--- src/rtl/scalar_lsu.sv ---
// Scalar load/store unit: one op in flight, single-beat memory access, load result held for writeback.
// Optional SCALAR_LSU_ALIGN_CHECK_EN: misaligned ops are dropped and flagged on misalign_fault.
module scalar_lsu #(
    parameter int ADDR_W = 32,
    parameter int DATA_W = 32,
    parameter int REG_W  = 5
) (
    input  logic              CLK,
    input  logic              nRST,
    input  logic              issue_valid,
    output logic              issue_ready,
    input  logic              issue_is_store,
    input  logic [ADDR_W-1:0] issue_addr,
    input  logic [DATA_W-1:0] issue_wdata,
    input  logic [REG_W-1:0]  issue_rd,
    output logic              dmem_req,
    output logic              dmem_wen,
    output logic [ADDR_W-1:0] dmem_addr,
    output logic [DATA_W-1:0] dmem_wdata,
    input  logic              dmem_ready,
    input  logic [DATA_W-1:0] dmem_rdata,
    output logic              load_ready,
    output logic [REG_W-1:0]  reg_sel_load,
    output logic [DATA_W-1:0] dmemload,
    input  logic              load_done,
    output logic              store_done,
    output logic              misalign_fault
);
    typedef enum logic [1:0] {IDLE, REQ, WB} state_t;

    state_t             state, state_nxt;
    logic               run;
    logic               is_store_q;
    logic [ADDR_W-1:0]  addr_q;
    logic [DATA_W-1:0]  wdata_q;
    logic [REG_W-1:0]   rd_q;
    logic               accept;
    logic               mem_done;
    logic               misalign;

    // run holds issue_ready low while reset is asserted so every output reads 0 in reset
    assign issue_ready = run && (state == IDLE);
    assign dmem_req    = (state == REQ);
    assign load_ready  = (state == WB);
    assign dmem_wen    = is_store_q;
    assign dmem_addr   = addr_q;
    assign dmem_wdata  = wdata_q;

    assign accept   = issue_ready && issue_valid;
    assign mem_done = (state == REQ) && dmem_ready;

`ifdef SCALAR_LSU_ALIGN_CHECK_EN
    logic fault_q;
    assign misalign       = (issue_addr[1:0] != 2'b00);
    assign misalign_fault = fault_q;

    always_ff @(posedge CLK or negedge nRST) begin
        if (!nRST) fault_q <= 1'b0;
        else       fault_q <= accept && misalign;
    end
`else
    assign misalign       = 1'b0;
    assign misalign_fault = 1'b0;
`endif

    always_comb begin
        state_nxt = state;
        case (state)
            IDLE:    if (accept && !misalign) state_nxt = REQ;
            REQ:     if (dmem_ready) state_nxt = is_store_q ? IDLE : WB;
            WB:      if (load_done) state_nxt = IDLE;
            default: state_nxt = IDLE;
        endcase
    end

    always_ff @(posedge CLK or negedge nRST) begin
        if (!nRST) begin
            state        <= IDLE;
            run          <= 1'b0;
            is_store_q   <= 1'b0;
            addr_q       <= '0;
            wdata_q      <= '0;
            rd_q         <= '0;
            dmemload     <= '0;
            reg_sel_load <= '0;
            store_done   <= 1'b0;
        end else begin
            state      <= state_nxt;
            run        <= 1'b1;
            store_done <= mem_done && is_store_q;
            if (accept) begin
                is_store_q <= issue_is_store;
                addr_q     <= issue_addr;
                wdata_q    <= issue_wdata;
                rd_q       <= issue_rd;
            end
            if (mem_done && !is_store_q) begin
                dmemload     <= dmem_rdata;
                reg_sel_load <= rd_q;
            end
        end
    end
endmodule

--- config.mk ---
export PLATFORM = sky130hd
export DESIGN_NAME = scalar_lsu
export DESIGN_NICKNAME = d
export VERILOG_FILES = /design/src/rtl/scalar_lsu.sv
export SDC_FILE = /design/constraint.sdc
export NUM_CORES = 1
export LEC_CHECK = 0
export ABC_AREA = 1
export CAP_MARGIN = 20
export CORE_MARGIN = 2
export CORE_UTILIZATION = 41
export DETAILED_ROUTE_END_ITERATION = 12
export PLACE_DENSITY_LB_ADDON = 0.05
export RECOVER_POWER = 50
export SYNTH_ARGS = -nofsm -noshare
export SYNTH_HDL_FRONTEND = slang
export SYNTH_SLANG_ARGS = --single-unit
export TNS_END_PERCENT = 20
--- constraint.sdc ---
create_clock -name CLK -period 1.4 [get_ports CLK]
set_input_delay 0.42 -clock CLK [delete_from_list [all_inputs] [get_ports CLK]]
set_output_delay 0.42 -clock CLK [all_outputs]
set_load 0.05 [all_outputs]
---- Word-level counts from Yosys, hierarchy flattened ----
Cells that the tools add are included.
word-level totals
  logic and storage cells ................. 27
  input port bits ......................... 107
  bits in registers ....................... 111
cells by class
  mux-type cells .......................... 5
  reduce and logical (&&, ||, !) cells .... 8
  eq/ne operators ......................... 5
operators with widths
  kind                                                                     count
  2-bit two-way mux                                                        4
  2-bit case mux with 3 select lines                                       1
  1-bit logical AND                                                        5
  2-bit by 1-bit inequality test with 1-bit output, second input constant  2
  3-bit AND reduction                                                      1
  2-bit by 1-bit == test with 1-bit output, second input constant          1
  2-bit == test, second input constant                                     1
  2-bit zero test                                                          1
  2-bit inequality test, second input constant                             1
  1-bit zero test                                                          1

---- Logic depth before layout (Yosys ltp) ----
  depth after elaboration ................. 5
  depth in mapped cells ................... 6

---- Worst setup path before layout ----
Ideal clock, no wire load.
  kind .................................... register -> output
  start point ............................. register run
  end point ............................... output issue_ready
  arrival time ............................ 1.731 ns
  cell stages (with the launch flop) ...... 3
  setup slack ............................. -0.751 ns
  cell sequence ........................... dfrtp_1 > clkbuf_1 > nor3b_1
between the ends
  longest elaborated chain between the ends .. 1
RTL lines
  element                 RTL line  source
  from (decl)             32        logic run;
  from (signal assigned)  79        run <= 1'b0;
  from (signal assigned)  89        run <= 1'b1;
  1-bit logical AND       42        assign issue_ready = run && (state == IDLE);
  to (decl)               11        output logic issue_ready,
No other way between the ends.

---- Worst setup path after layout ----
  start point ............................. register state[0]
  end point ............................... output issue_ready
between the ends
  longest elaborated chain between the ends .. 2
RTL lines
  element                 RTL line  source
  from (decl)             31        state_t state, state_nxt;
  from (signal assigned)  88        state <= state_nxt;
  2-bit zero test         42
  1-bit logical AND       42
No other way between the ends.

==> metrics.cfg <==
[worst_setup_path]
timing.rr.start = state[0]
worstSetupPathType = reg2out
start_kind = register
r2r_end = dmem_wdata[28]
reg2reg_depth = 9
critPathCaptureType = output port
cp.required_ns = 0.98
regToRegSetupSlack_ns = -0.30
critical_path.max_fanout = 3
arrival_ns = 1.33
worst_path_largest_cell_delay_ns = 0.43
path_delay_family = flip-flops
slowest_cell_on_the_critical_path = sky130_fd_sc_hd__dfrtp_1
crit_chain = buf_6, nor3b_4, buf_12
worst-path-buf-inv = 2

[die]
die_y_um = 109
num_io_pins = 214
placement_rows = 38
fp.dieW_um = 109
starting_density_pct = 41.9
design.die.area_mm2 = 0.0119
core_area_mm2 = 0.0108

[hold_path]
min-delay-path-class = reg2reg
worst_hold_path.endpoint = rd_q[4]
worstHoldPathCells = 2
hp-start = rd_q[4]

[logic_synthesis]
net_count_synth = 602
syn-cell-area_mm2 = 0.00454
synth-simple-area-share_pct = 33.5
synth_warnings = 0
synth_top_family_by_area = simple AND/OR/NAND/NOR gates
share_of_the_synthesized_area_in_compound_gates_ao_oa_aoi_oai_pct = 0.276
syn_area_per_cell_um2 = 9.17
yosys-mux-area-fraction_pct = 0
yosysSeqAreaShare_pct = 61.2
synthAdderAreaFrac_pct = 0
synthesis.instances = 495
postSynthRegisterBits = 111
post_synth_xor_area_fraction_pct = 0
synth_cell_type_count = 15

[power]
finalPower_mw = 20.7
cellLeakagePower_nw = 4.19
powerDensity_mw_per_mm2 = 2330
vdd.ir_drop.worst_mv = 1.44

[clock_tree]
cts_tree = yes
clockRootBuffer = sky130_fd_sc_hd__clkbuf_8
cts_htree_levels = 3
clock_sink_count = 111
cts.reportedPaths.clkPinSlew_ns = 0.10
tritoncts.num_buffers = 9
ctsLongestPathBuffers = 2
clk-insertion-delay-late_ns = 0.38

[sta]
layout_worst_path_cycle_share_pct = 125
max_slew.worst_pin.slew_ns = 0.605
fin_worst_skew_ns = 0.00781
whs_ns = 0.489
drv_slew = 0
report.final.hold_viol_count = 0
setup-violations-final = 99
grt_setup_unrepaired = true
totalNegativeSetupSlack_ns = -19.09
finalCriticalPeriod_ns = 1.75
max_freq_ghz = 0.573
timing.max_slew.rel_slack_pct = 59.7
final_critical_path_setup_slack_ns = -0.345

[drt]
detail_route.wl_per_cell_um = 18.8
route.detailed.drc = 0
overall_routed_net_length_um = 16200
post_drt_via_cell_ratio = 5.37
drt_iter0_markers = 318
detailedRoute.firstPassIterationCount = 4
vias = 4633
ant_nets = 0

[placement]
io_buffer_count = 212
placed_cells_incl_taps = 823
gpl.final_weighted_congestion = 0.812
detailed_place_hpwl_um = 10000

[global_route]
gr-usage-met2_pct = 38.3
grt_util_met3_pct = 7.29
vias_in_the_first_global_route = 4395
grt_pass1_wl_um = 22400
pin_count_of_the_biggest_net_entering_global_routing = 71
globalRoute.busiestLayer = met2
grt-ovfl-total = 0
grt_antenna_before_repair = 0
grt_util_met1_pct = 31.1
track_usage_pct = 24.3

[status]
status = complete, but fails checks
violations = setup timing

[cells_and_area]
final_layout_size_suffix_gt1_share_pct = 35.0
insertedDiodeCount = 0
fillers = 634
post-route-util_pct = 81.9
layoutNonFillerInstCount = 863
finalNetCount = 825
area_growth_pct = 95.7

[job]
cap_violations = 0

==> worst max path at each step <==
stage | startpoint | to | cells after the start
after detailed placement | dmem_ready | dmemload[12] | 5
final | state[0] | issue_ready | 3
after global placement | dmem_ready | dmemload[25] | 5
after global routing | state[0] | issue_ready | 3
after CTS | state[0] | issue_ready | 3
after floorplan | run | issue_ready | 2
==> synthesized netlist by cell type <==
cell	number	area (µm²)
sky130_fd_sc_hd__buf_1	3	11.3
sky130_fd_sc_hd__buf_2	15	75.1
sky130_fd_sc_hd__buf_4	3	22.5
sky130_fd_sc_hd__clkbuf_1	26	97.6
sky130_fd_sc_hd__conb_1	2	7.51
sky130_fd_sc_hd__dfrtp_1	111	2780
sky130_fd_sc_hd__inv_1	4	15.0
sky130_fd_sc_hd__nand2_1	215	807
sky130_fd_sc_hd__nand3_2	1	10.0
sky130_fd_sc_hd__nand4_1	108	676
sky130_fd_sc_hd__nor2_1	3	11.3
sky130_fd_sc_hd__nor2_2	1	6.26
sky130_fd_sc_hd__nor3b_1	1	7.51
sky130_fd_sc_hd__o21ai_0	1	5.00
sky130_fd_sc_hd__o31ai_1	1	7.51
==> area by class of cell <==
cell class                      count  area, µm²  share of cell area [%]
Clock buffer                       13        159                    1.79
Sequential cell                   111       2800                    31.5
Tap cell                          140        175                    1.97
Inverter                            4       15.0                   0.169
Timing Repair Buffer              259       3830                    43.1
Multi-Input combinational cell    333       1830                    20.7
Clock inverter                      3       65.1                   0.733
==> cell usage in the layout (no fill, tap or decap), types with 2 or more instances in the layout <==
cell and instances:
sky130_fd_sc_hd__clkbuf_16 9, sky130_fd_sc_hd__buf_2 2, sky130_fd_sc_hd__dfrtp_2 18, sky130_fd_sc_hd__nand2_1 154, sky130_fd_sc_hd__clkbuf_8 11, sky130_fd_sc_hd__nand4_1 108, sky130_fd_sc_hd__bufinv_16 2, sky130_fd_sc_hd__buf_6 8
sky130_fd_sc_hd__buf_12 113, sky130_fd_sc_hd__conb_1 2, sky130_fd_sc_hd__buf_8 4, sky130_fd_sc_hd__clkdlybuf4s50_1 104, sky130_fd_sc_hd__buf_4 17, sky130_fd_sc_hd__nor2_4 3, sky130_fd_sc_hd__dfrtp_1 93, sky130_fd_sc_hd__nand2_2 40
sky130_fd_sc_hd__clkbuf_1 2, sky130_fd_sc_hd__nand2_4 21, sky130_fd_sc_hd__inv_1 3
==> metrics by stage <==
stage | instance area [µm²] | setup WS (ns)
global route | 8880 | -0.385
detailed placement | 7970 | -0.253
CTS | 8270 | -0.326
finish | 8880 | -0.345
global placement | 7970 | -0.156
floorplan | 4550 | -0.105
==> worst min-delay path, cell delays in order, from the launching register on <==
cell                      delay (ns)
sky130_fd_sc_hd__dfrtp_1        0.36
sky130_fd_sc_hd__nand2_1        0.05
sky130_fd_sc_hd__nand2_1        0.05
==> where the power goes <==
group          switching [mW]  total, mW  internal (mW)
Combinational            6.56       12.5           5.94
Clock                    1.08       2.19           1.11
Sequential               1.54       6.00           4.46
==> kinds of logic after synthesis <==
kind of cell	after synthesis
AO/OA/AOI/OAI	2
buffers and inverters	51
flip-flops	111
other	2
AND/OR/NAND/NOR	329
==> flip-flops by register name, indices dropped and copies added, names as in the netlist <==
signal and flops:
dmem_wdata 32, dmem_addr 32, dmem_wen 1, reg_sel_load 5
dmemload 32, store_done 1, rd_q 5, run 1
state 2
==> layer usage <==
layer	wire (µm)	up-vias	share of wire (%)
met5	0	-	0
met1	6300	2265	39
met4	399	0	2.5
met2	8060	217	50
li1	-	2123	-
met3	1490	28	9.2
==> what timing repair did <==
action | 4_1_cts | 5_1_grt
gates resized for setup | 8 | 109
pin swaps | 1 | 6
endpoints found under the setup margin | 18 | 201
hold endpoints to repair | 16 | 0
gates cloned | 0 | 13
hold buffers | 1 | 0
setup buffers | 5 | 5
No activity file was read; power rests on OpenSTA's default activity.
